**config.mk**
```make
export PLATFORM = sky130hd
export DESIGN_NAME = axi_reg_bank
export DESIGN_NICKNAME = d
export VERILOG_FILES = /design/src/rtl/axi_reg_bank.sv
export SDC_FILE = /design/constraint.sdc
export NUM_CORES = 1
export LEC_CHECK = 0
export ABC_AREA = 1
export CELL_PAD_IN_SITES_DETAIL_PLACEMENT = 0
export CELL_PAD_IN_SITES_GLOBAL_PLACEMENT = 1
export CORE_ASPECT_RATIO = 2
export CORE_MARGIN = 4
export CORE_UTILIZATION = 44
export DETAILED_ROUTE_END_ITERATION = 7
export PLACE_DENSITY_LB_ADDON = 0.1
export SLEW_MARGIN = 20
export SYNTH_ARGS = -nofsm -noshare
export SYNTH_HDL_FRONTEND = slang
export SYNTH_SLANG_ARGS = --single-unit
export TNS_END_PERCENT = 100
```
**constraint.sdc**
```tcl
create_clock -name clk -period 2.2 [get_ports clk]
set_input_delay 0.33 -clock clk [delete_from_list [all_inputs] [get_ports clk]]
set_output_delay 0.33 -clock clk [all_outputs]
set_load 0.02 [all_outputs]
```
**src/rtl/axi_reg_bank.sv**
```systemverilog
// axi_reg_bank: AXI slave control/status register bank.
// NUM_REGS registers of DATA_W bits, single-beat reads and writes with byte
// strobes, ID echo on B/R and SLVERR on out-of-range addresses or wlast=0.
// Optional feature macro: AXI_REG_BANK_EXPORT_EN adds the flattened regs_o
// port carrying the live register contents.
module axi_reg_bank #(
  parameter int DATA_W   = 32,
  parameter int ADDR_W   = 32,
  parameter int ID_W     = 4,
  parameter int NUM_REGS = 8
) (
  input  logic                  clk,
  input  logic                  areset,
  input  logic [ID_W-1:0]       awid_i,
  input  logic [ADDR_W-1:0]     awaddr_i,
  input  logic                  awvalid_i,
  output logic                  awready_o,
  input  logic [DATA_W-1:0]     wdata_i,
  input  logic [DATA_W/8-1:0]   wstrb_i,
  input  logic                  wlast_i,
  input  logic                  wvalid_i,
  output logic                  wready_o,
  output logic [ID_W-1:0]       bid_o,
  output logic [1:0]            bresp_o,
  output logic                  bvalid_o,
  input  logic                  bready_i,
  input  logic [ID_W-1:0]       arid_i,
  input  logic [ADDR_W-1:0]     araddr_i,
  input  logic                  arvalid_i,
  output logic                  arready_o,
  output logic [ID_W-1:0]       rid_o,
  output logic [DATA_W-1:0]     rdata_o,
  output logic [1:0]            rresp_o,
  output logic                  rlast_o,
  output logic                  rvalid_o,
  input  logic                  rready_i
`ifdef AXI_REG_BANK_EXPORT_EN
  ,
  output logic [NUM_REGS*DATA_W-1:0] regs_o
`endif
);

  localparam int STRB_W = DATA_W / 8;
  localparam int OFF_W  = $clog2(STRB_W);
  localparam int IDX_W  = $clog2(NUM_REGS);
  localparam int SEL_W  = IDX_W + OFF_W;

  localparam logic [1:0] RESP_OKAY   = 2'b00;
  localparam logic [1:0] RESP_SLVERR = 2'b10;

  typedef enum logic {WR_IDLE, WR_RESP} wr_state_t;
  typedef enum logic {RD_IDLE, RD_DATA} rd_state_t;

  wr_state_t wr_state;
  rd_state_t rd_state;

  logic [DATA_W-1:0] mem [NUM_REGS];

  logic              aw_got;
  logic              w_got;
  logic [ID_W-1:0]   aw_id_q;
  logic [ADDR_W-1:0] aw_addr_q;
  logic [DATA_W-1:0] w_data_q;
  logic [STRB_W-1:0] w_strb_q;
  logic              w_last_q;

  // Anything above the register index field must be zero to hit the bank.
  function automatic logic in_range(input logic [ADDR_W-1:0] addr);
    return (addr >> SEL_W) == '0;
  endfunction

  logic              aw_hs;
  logic              w_hs;
  logic              ar_hs;
  logic              commit;
  logic [ID_W-1:0]   wr_id;
  logic [ADDR_W-1:0] wr_addr;
  logic [DATA_W-1:0] wr_data;
  logic [STRB_W-1:0] wr_strb;
  logic              wr_last;
  logic              wr_ok;
  logic [IDX_W-1:0]  wr_idx;
  logic [IDX_W-1:0]  rd_idx;
  logic              rd_ok;

  // A channel captured earlier wins over the live bus; otherwise the
  // handshake happening on this edge supplies the value.
  assign aw_hs   = awvalid_i && awready_o;
  assign w_hs    = wvalid_i && wready_o;
  assign ar_hs   = arvalid_i && arready_o;
  assign wr_id   = aw_got ? aw_id_q   : awid_i;
  assign wr_addr = aw_got ? aw_addr_q : awaddr_i;
  assign wr_data = w_got  ? w_data_q  : wdata_i;
  assign wr_strb = w_got  ? w_strb_q  : wstrb_i;
  assign wr_last = w_got  ? w_last_q  : wlast_i;
  assign commit  = (wr_state == WR_IDLE) && (aw_got || aw_hs) && (w_got || w_hs);
  assign wr_ok   = in_range(wr_addr) && wr_last;
  assign wr_idx  = wr_addr[SEL_W-1:OFF_W];
  assign rd_idx  = araddr_i[SEL_W-1:OFF_W];
  assign rd_ok   = in_range(araddr_i);

  // Write path: collect AW and W in any order, commit the strobed bytes, then hold B until accepted.
  always_ff @(posedge clk or negedge areset) begin
    if (!areset) begin
      wr_state  <= WR_IDLE;
      aw_got    <= 1'b0;
      w_got     <= 1'b0;
      aw_id_q   <= '0;
      aw_addr_q <= '0;
      w_data_q  <= '0;
      w_strb_q  <= '0;
      w_last_q  <= 1'b0;
      awready_o <= 1'b1;
      wready_o  <= 1'b1;
      bvalid_o  <= 1'b0;
      bid_o     <= '0;
      bresp_o   <= RESP_OKAY;
      for (int i = 0; i < NUM_REGS; i++) begin
        mem[i] <= '0;
      end
    end else begin
      case (wr_state)
        WR_IDLE: begin
          if (commit) begin
            if (wr_ok) begin
              for (int k = 0; k < STRB_W; k++) begin
                if (wr_strb[k]) begin
                  mem[wr_idx][k*8 +: 8] <= wr_data[k*8 +: 8];
                end
              end
            end
            bid_o     <= wr_id;
            bresp_o   <= wr_ok ? RESP_OKAY : RESP_SLVERR;
            bvalid_o  <= 1'b1;
            awready_o <= 1'b0;
            wready_o  <= 1'b0;
            aw_got    <= 1'b0;
            w_got     <= 1'b0;
            wr_state  <= WR_RESP;
          end else begin
            if (aw_hs) begin
              aw_got    <= 1'b1;
              aw_id_q   <= awid_i;
              aw_addr_q <= awaddr_i;
              awready_o <= 1'b0;
            end
            if (w_hs) begin
              w_got    <= 1'b1;
              w_data_q <= wdata_i;
              w_strb_q <= wstrb_i;
              w_last_q <= wlast_i;
              wready_o <= 1'b0;
            end
          end
        end
        WR_RESP: begin
          if (bready_i) begin
            bvalid_o  <= 1'b0;
            awready_o <= 1'b1;
            wready_o  <= 1'b1;
            wr_state  <= WR_IDLE;
          end
        end
        default: wr_state <= WR_IDLE;
      endcase
    end
  end

  // Read path: sample the register on the AR edge (pre-write value on a collision) and hold R until accepted.
  always_ff @(posedge clk or negedge areset) begin
    if (!areset) begin
      rd_state  <= RD_IDLE;
      arready_o <= 1'b1;
      rvalid_o  <= 1'b0;
      rid_o     <= '0;
      rdata_o   <= '0;
      rresp_o   <= RESP_OKAY;
      rlast_o   <= 1'b0;
    end else begin
      case (rd_state)
        RD_IDLE: begin
          if (ar_hs) begin
            rdata_o   <= rd_ok ? mem[rd_idx] : '0;
            rresp_o   <= rd_ok ? RESP_OKAY : RESP_SLVERR;
            rid_o     <= arid_i;
            rlast_o   <= 1'b1;
            rvalid_o  <= 1'b1;
            arready_o <= 1'b0;
            rd_state  <= RD_DATA;
          end
        end
        RD_DATA: begin
          if (rready_i) begin
            rvalid_o  <= 1'b0;
            rlast_o   <= 1'b0;
            arready_o <= 1'b1;
            rd_state  <= RD_IDLE;
          end
        end
        default: rd_state <= RD_IDLE;
      endcase
    end
  end

`ifdef AXI_REG_BANK_EXPORT_EN
  // Expose the register storage directly so the export has the same timing.
  for (genvar gi = 0; gi < NUM_REGS; gi++) begin : g_export
    assign regs_o[gi*DATA_W +: DATA_W] = mem[gi];
  end
`endif

endmodule
```
== After elaboration in Yosys (flattened, before gate mapping) ==
Cells that the tools add are included.

* Bits in registers: 382
* Output and inout port bits: 50
* Word-level logic and storage cells: 127

* Magnitude comparators: 3
* Equal/unequal tests: 6
* Multiplexer cells: 62
* Bitwise logic cells: 5
* Reduce and logical (&&, ||, !) cells: 24

{| class="wikitable"
|+ Operator list
! cell !! count
|-
| 256-bit two-way mux || 13
|-
| 256-bit bitwise mux || 4
|-
| 32-bit demux with 3-bit select || 4
|-
| 32-bit two-way mux || 6
|-
| 32-bit binary-select mux with 3-bit select || 1
|-
| 32-bit zero test || 2
|-
| 24-bit two-way mux || 1
|-
| 1-bit two-way mux || 20
|-
| 16-bit two-way mux || 1
|-
| 2-bit AND reduction || 8
|-
| 1-bit case mux with 2 select lines || 7
|-
| 3-bit AND reduction || 3
|-
| 4-bit >= comparator, second input constant || 2
|-
| 4-bit two-way mux || 2
|-
| 8-bit two-way mux || 1
|-
| 2-bit inequality test, second input constant || 4
|-
| 3-bit inverter with 4-bit output || 2
|-
| 1-bit logical AND || 7
|-
| 3-bit inequality test, second input constant || 2
|-
| 4-bit by 1-bit < comparator with 1-bit output, second input constant || 1
|-
| 2-bit two-way mux || 2
|-
| 2-bit nonzero test || 2
|-
| 1-bit inverter || 3
|-
| 1-bit logical OR || 2
|}

== Longest topological paths before layout ==
* Word-level depth: 23
* Gate-level depth with buffers: 12

== Worst setup path after synthesis ==
OpenSTA, ideal clock, no wires.

* Path kind: register to register
* From: register awready_o
* To: register mem[10] (netlist name)
* Setup time: 0.066 ns
* Arrival: 1.811 ns
* Required time: 2.134 ns
* Slack: 0.323 ns
* Cell stages (with the launch flop): 11
* Path buffers: 2
* Period minus slack after synthesis: 1.877 ns
* Cells stage by stage: dfstp_2 -> nand2_1 -> nand2_1 -> nand3_1 -> nor2_1 -> nand2_1 -> nor2_2 -> buf_4 -> clkbuf_1 -> nand4_1 -> nand2_1

* Cells in the longest elaborated chain, start to end: 5

{| class="wikitable"
|+ RTL lines
! item !! line !! RTL
|-
| start: declaration || 17 || <nowiki>output logic awready_o,</nowiki>
|-
| start signal: assignment || 113 || <nowiki>awready_o <= 1'b1;</nowiki>
|-
| start signal: assignment || 135 || <nowiki>awready_o <= 1'b0;</nowiki>
|-
| start signal: assignment || 145 || <nowiki>awready_o <= 1'b0;</nowiki>
|-
| 1-bit logical AND || 88 || <nowiki>assign aw_hs = awvalid_i && awready_o;</nowiki>
|-
| 1-bit logical OR || 96 || <nowiki>assign commit = (wr_state == WR_IDLE) && (aw_got || aw_hs) && (w_got || w_hs);</nowiki>
|-
| 1-bit logical AND (2 in series) || 96 ||
|-
| 3-bit AND reduction (no source line) || - ||
|-
| end signal: indexed assignment || 128 || <nowiki>mem[wr_idx][k*8 +: 8] <= wr_data[k*8 +: 8];</nowiki>
|-
| end: declaration || 57 || <nowiki>logic [DATA_W-1:0] mem [NUM_REGS];</nowiki>
|}

No other way between the ends.
A chain may end at the register's enable or synchronous reset.

== Worst setup path in the final report ==
* From: register w_got
* To: register mem[41] (netlist name)

* Cells in the longest elaborated chain, start to end: 17
* Elaborated cells on any way between the ends: 23
* Those cells by class: mux: 19; reduce/logical: 4

{| class="wikitable"
|+ RTL lines
! item !! line !! RTL
|-
| start: declaration || 60 || <nowiki>logic w_got;</nowiki>
|-
| start signal: assignment || 107 || <nowiki>w_got <= 1'b0;</nowiki>
|-
| start signal: assignment || 138 || <nowiki>w_got <= 1'b0;</nowiki>
|-
| start signal: assignment || 148 || <nowiki>w_got <= 1'b1;</nowiki>
|-
| 4-bit two-way mux || 94 || <nowiki>assign wr_strb = w_got ? w_strb_q : wstrb_i;</nowiki>
|-
| 256-bit two-way mux || 127 || <nowiki>if (wr_strb[k]) begin</nowiki>
|-
| 256-bit two-way mux || 125 || <nowiki>if (wr_ok) begin</nowiki>
|-
| 256-bit two-way mux || 124 || <nowiki>if (commit) begin</nowiki>
|-
| 256-bit two-way mux || 122 || <nowiki>case (wr_state)</nowiki>
|-
| 256-bit bitwise mux || 128 ||
|-
| 256-bit two-way mux || 127 ||
|-
| 256-bit two-way mux || 125 ||
|-
| 256-bit two-way mux || 124 ||
|-
| 256-bit two-way mux || 122 ||
|-
| 256-bit bitwise mux || 128 ||
|-
| 256-bit two-way mux || 127 ||
|-
| 256-bit two-way mux || 125 ||
|-
| 256-bit two-way mux || 124 ||
|-
| 256-bit two-way mux || 122 ||
|-
| 256-bit bitwise mux || 128 ||
|-
| 256-bit two-way mux || 127 ||
|}

Parallel ways exist; a longest one is shown, timed or not. The select of a mux whose other input is x is not followed.

==> results.json <==
{
  "status": "completed",
  "synth-main-ff-cell": "dfrtp_1",
  "cp.required_ns": 2.61,
  "fin_util_pct": 54.5,
  "row_count": 107,
  "cts_num_sinks": 378,
  "detailed_place_hpwl_mm": 39.0,
  "ys_seq_area_share_pct": 49.9,
  "worst-path-max-fanout": 21,
  "power-per-cell-area_nw_per_um2": 945,
  "first_iter_violations": 1151,
  "cts_buffer_depth": 3,
  "numCtsBuffers": 37,
  "multi_input_area_um2": 8410,
  "io_buffers": 159,
  "min_period_ns": 2.11,
  "slew_headroom_pct": 36.7,
  "diodes": 0,
  "die-area_um2": 46700,
  "synth_cell_types": 34,
  "arrival_ns": 2.52,
  "crit_path_start_kind": "register",
  "finClkSkew_ns": 0.0139,
  "endpoint_kind": "register",
  "tns_ns": 0,
  "power_frac_clock_pct": 29.7,
  "die_h_um": 302,
  "fp.dieW_um": 155,
  "async_flop_share_pct": 100,
  "fillCellCount": 4032,
  "seq_area_um2": 9470,
  "clk-insertion-delay-late_ns": 0.53,
  "leakage_nw": 11.8,
  "netlist.top_cell.by_area": "dfrtp_1",
  "peakVddDrop_mv": 0.721,
  "synth_area_um2": 19000,
  "maxCapViolCount": 0,
  "final_cell_mix": "nand2_1, dfrtp_1, nand4_1",
  "drt_wl_total_mm": 56.9,
  "swShare_pct": 36.9,
  "wl_per_cell_um": 18.7,
  "viasPerCell": 5.53,
  "grt_pass1_vias": 16829,
  "whs_ns": 0.340,
  "worstMarginPinSlew_ns": 0.946,
  "area_growth_pct": 22.3,
  "finalCritPeriodShare_pct": 96.0,
  "pre_cts_slack_ns": -0.138,
  "pwr-share-seq_pct": 37.4,
  "p_int_mw": 13.8,
  "antenna_found_initial": 0,
  "hold_viol_final": 0,
  "synthesis.instances": 2307,
  "antenna_left": 0,
  "cts_tree": "built",
  "clockRootBuffer": "clkbuf_16",
  "synth_seq_cells": 378,
  "synthAdderAreaFrac_pct": 0,
  "overflow": 0,
  "synth_top_family_by_area": "simple AND/OR/NAND/NOR gates",
  "yosys_warnings": 0,
  "io-pin-count": 166,
  "synth_top_cell_area_share_pct": 49.4,
  "grt_pass1_wl_mm": 91.0,
  "crit_type": "register to register",
  "worstHoldPathType": "input pin to async pin",
  "finalMaxSlewViolations": 0,
  "synth_compound_area_share_pct": 9.33,
  "layout_commonest_cell": "nand2_1",
  "synth-xor-area-share_pct": 0,
  "grtUsageTotal_pct": 24.2,
  "setup_viol": 0,
  "synth.area.top_cells": "dfrtp_1, nand2_1, nand4_1",
  "finalPower_mw": 21.9,
  "p_sw_mw": 8.09,
  "worst_slack_ns": 0.0888,
  "floorplan.initialDensity_pct": 44.6,
  "muxShareOfSynthArea_pct": 1.01,
  "synth-simple-area-share_pct": 33.8,
  "dr_total_vias": 16839,
  "drc": 0,
  "drt_first_pass_iters": 5,
  "path_clk_slew_ns": 0.06,
  "synth_edf_count": 0,
  "htreeDepth": 2,
  "synth.avg_cell_area_um2": 8.23,
  "core_area_um2": 42600,
  "nNetsFinal": 2591,
  "grt_max_degree": 112,
  "drive_gt1_share_pct": 11.0,
  "max_freq_mhz": 474,
  "combinationalPowerShare_pct": 32.9,
  "place_congestion": 0.865
}
## critical path: stages (launching register included)
cell,delay (ns)
dfrtp_4,0.53
buf_12,0.16
o21ai_4,0.74
nand4_4,0.34
nand2_1,0.14
nand2_1,0.06
## timing repair
item | 4_1_cts | 5_1_grt
endpoints found under the setup margin | 0 | 213
hold buffers | 1 | 0
buffers inserted | 0 | 2
hold endpoints to repair | 41 | 0
resized for setup | 0 | 4
## cell usage after synthesis (2+ instances only)
library cell,instances
nand2_1,827
nand3b_1,2
o21ai_1,34
nand4_4,30
buf_2,53
o22ai_1,46
o21ai_4,5
buf_1,12
nand4_1,261
nor3_1,5
mux2_2,17
buf_4,14
nor4_1,5
dfrtp_1,375
inv_1,76
clkbuf_1,80
dfstp_2,3
nor2_1,184
o21ai_0,205
a32o_1,2
nor2_8,6
nand2_2,4
nand3_1,18
inv_2,3
a21oi_1,4
buf_6,10
nor2_4,3
o22a_1,17
## layout make-up
type                    count  share of cell area, %
flip-flops and latches    378                   40.8
multi-input cells        1681                   36.3
repair buffers            297                   13.4
clock buffers              57                   4.89
well taps                 545                   2.94
inverters                  80                   1.31
clock inverters             6                  0.421
## final timing paths
path / from / to / slack [ns] / depth (start not counted)
min in group clk: arid_i[2] / rid_o[2]$_DFFE_PN0P_ / 0.35 / 3
max in group asynchronous: areset / awready_o$_DFFE_PN1P_ / 1.08 / 3
max: w_got$_DFFE_PN0P_ / mem[41]$_DFFE_PN0P_ / 0.09 / 5
min: areset / mem[73]$_DFFE_PN0P_ / 0.34 / 2
min reg2reg: rdata_o[17]$_DFFE_PN0P_ / rdata_o[17]$_DFFE_PN0P_ / 0.48 / 2
max reg2reg: w_got$_DFFE_PN0P_ / mem[41]$_DFFE_PN0P_ / 0.09 / 5
## cells by family (layout without fill, tap and decap cells)
kind of cell           Yosys count  in the layout
AO/OA/AOI/OAI                  315            315
buffers and inverters          249            440
flip-flops                     378            378
multiplexers                    17             17
other                            1              2
AND/OR/NAND/NOR               1347           1347
## through the flow
step,std cells,instance area (µm²)
final,3044,23200
after global routing,3044,23200
after CTS,3041,23100
after detailed placement,2977,21900
after global placement,2977,21900
after floorplan,2308,19000
## metal layers
metal,vias to the layer above,GRT usage [%],wire length (µm)
met5,-,0,0
met4,0,7.79,1690
met3,99,2.18,3030
met2,569,44.7,30300
met1,8053,29.6,21900
li1,8118,-,-
## flip-flops by register name (all words and copies together) (netlist names), 4 cells and up
register / count
rid_o: 4
w_data_q: 32
aw_id_q: 4
aw_addr_q: 30
w_strb_q: 4
rdata_o: 32
mem: 256
bid_o: 4
## power groups by stage
stage | logic [mW] | registers [mW] | clock network, mW
CTS | 7.14 | 8.22 | 6.69
global route | 7.89 | 8.30 | 6.95
finish | 7.22 | 8.19 | 6.51
detailed placement | 7.11 | 8.34 | 0
floorplan | 4.19 | 8.33 | 0
global placement | 7.02 | 8.31 | 0
Power figures use the tool's default switching activity.
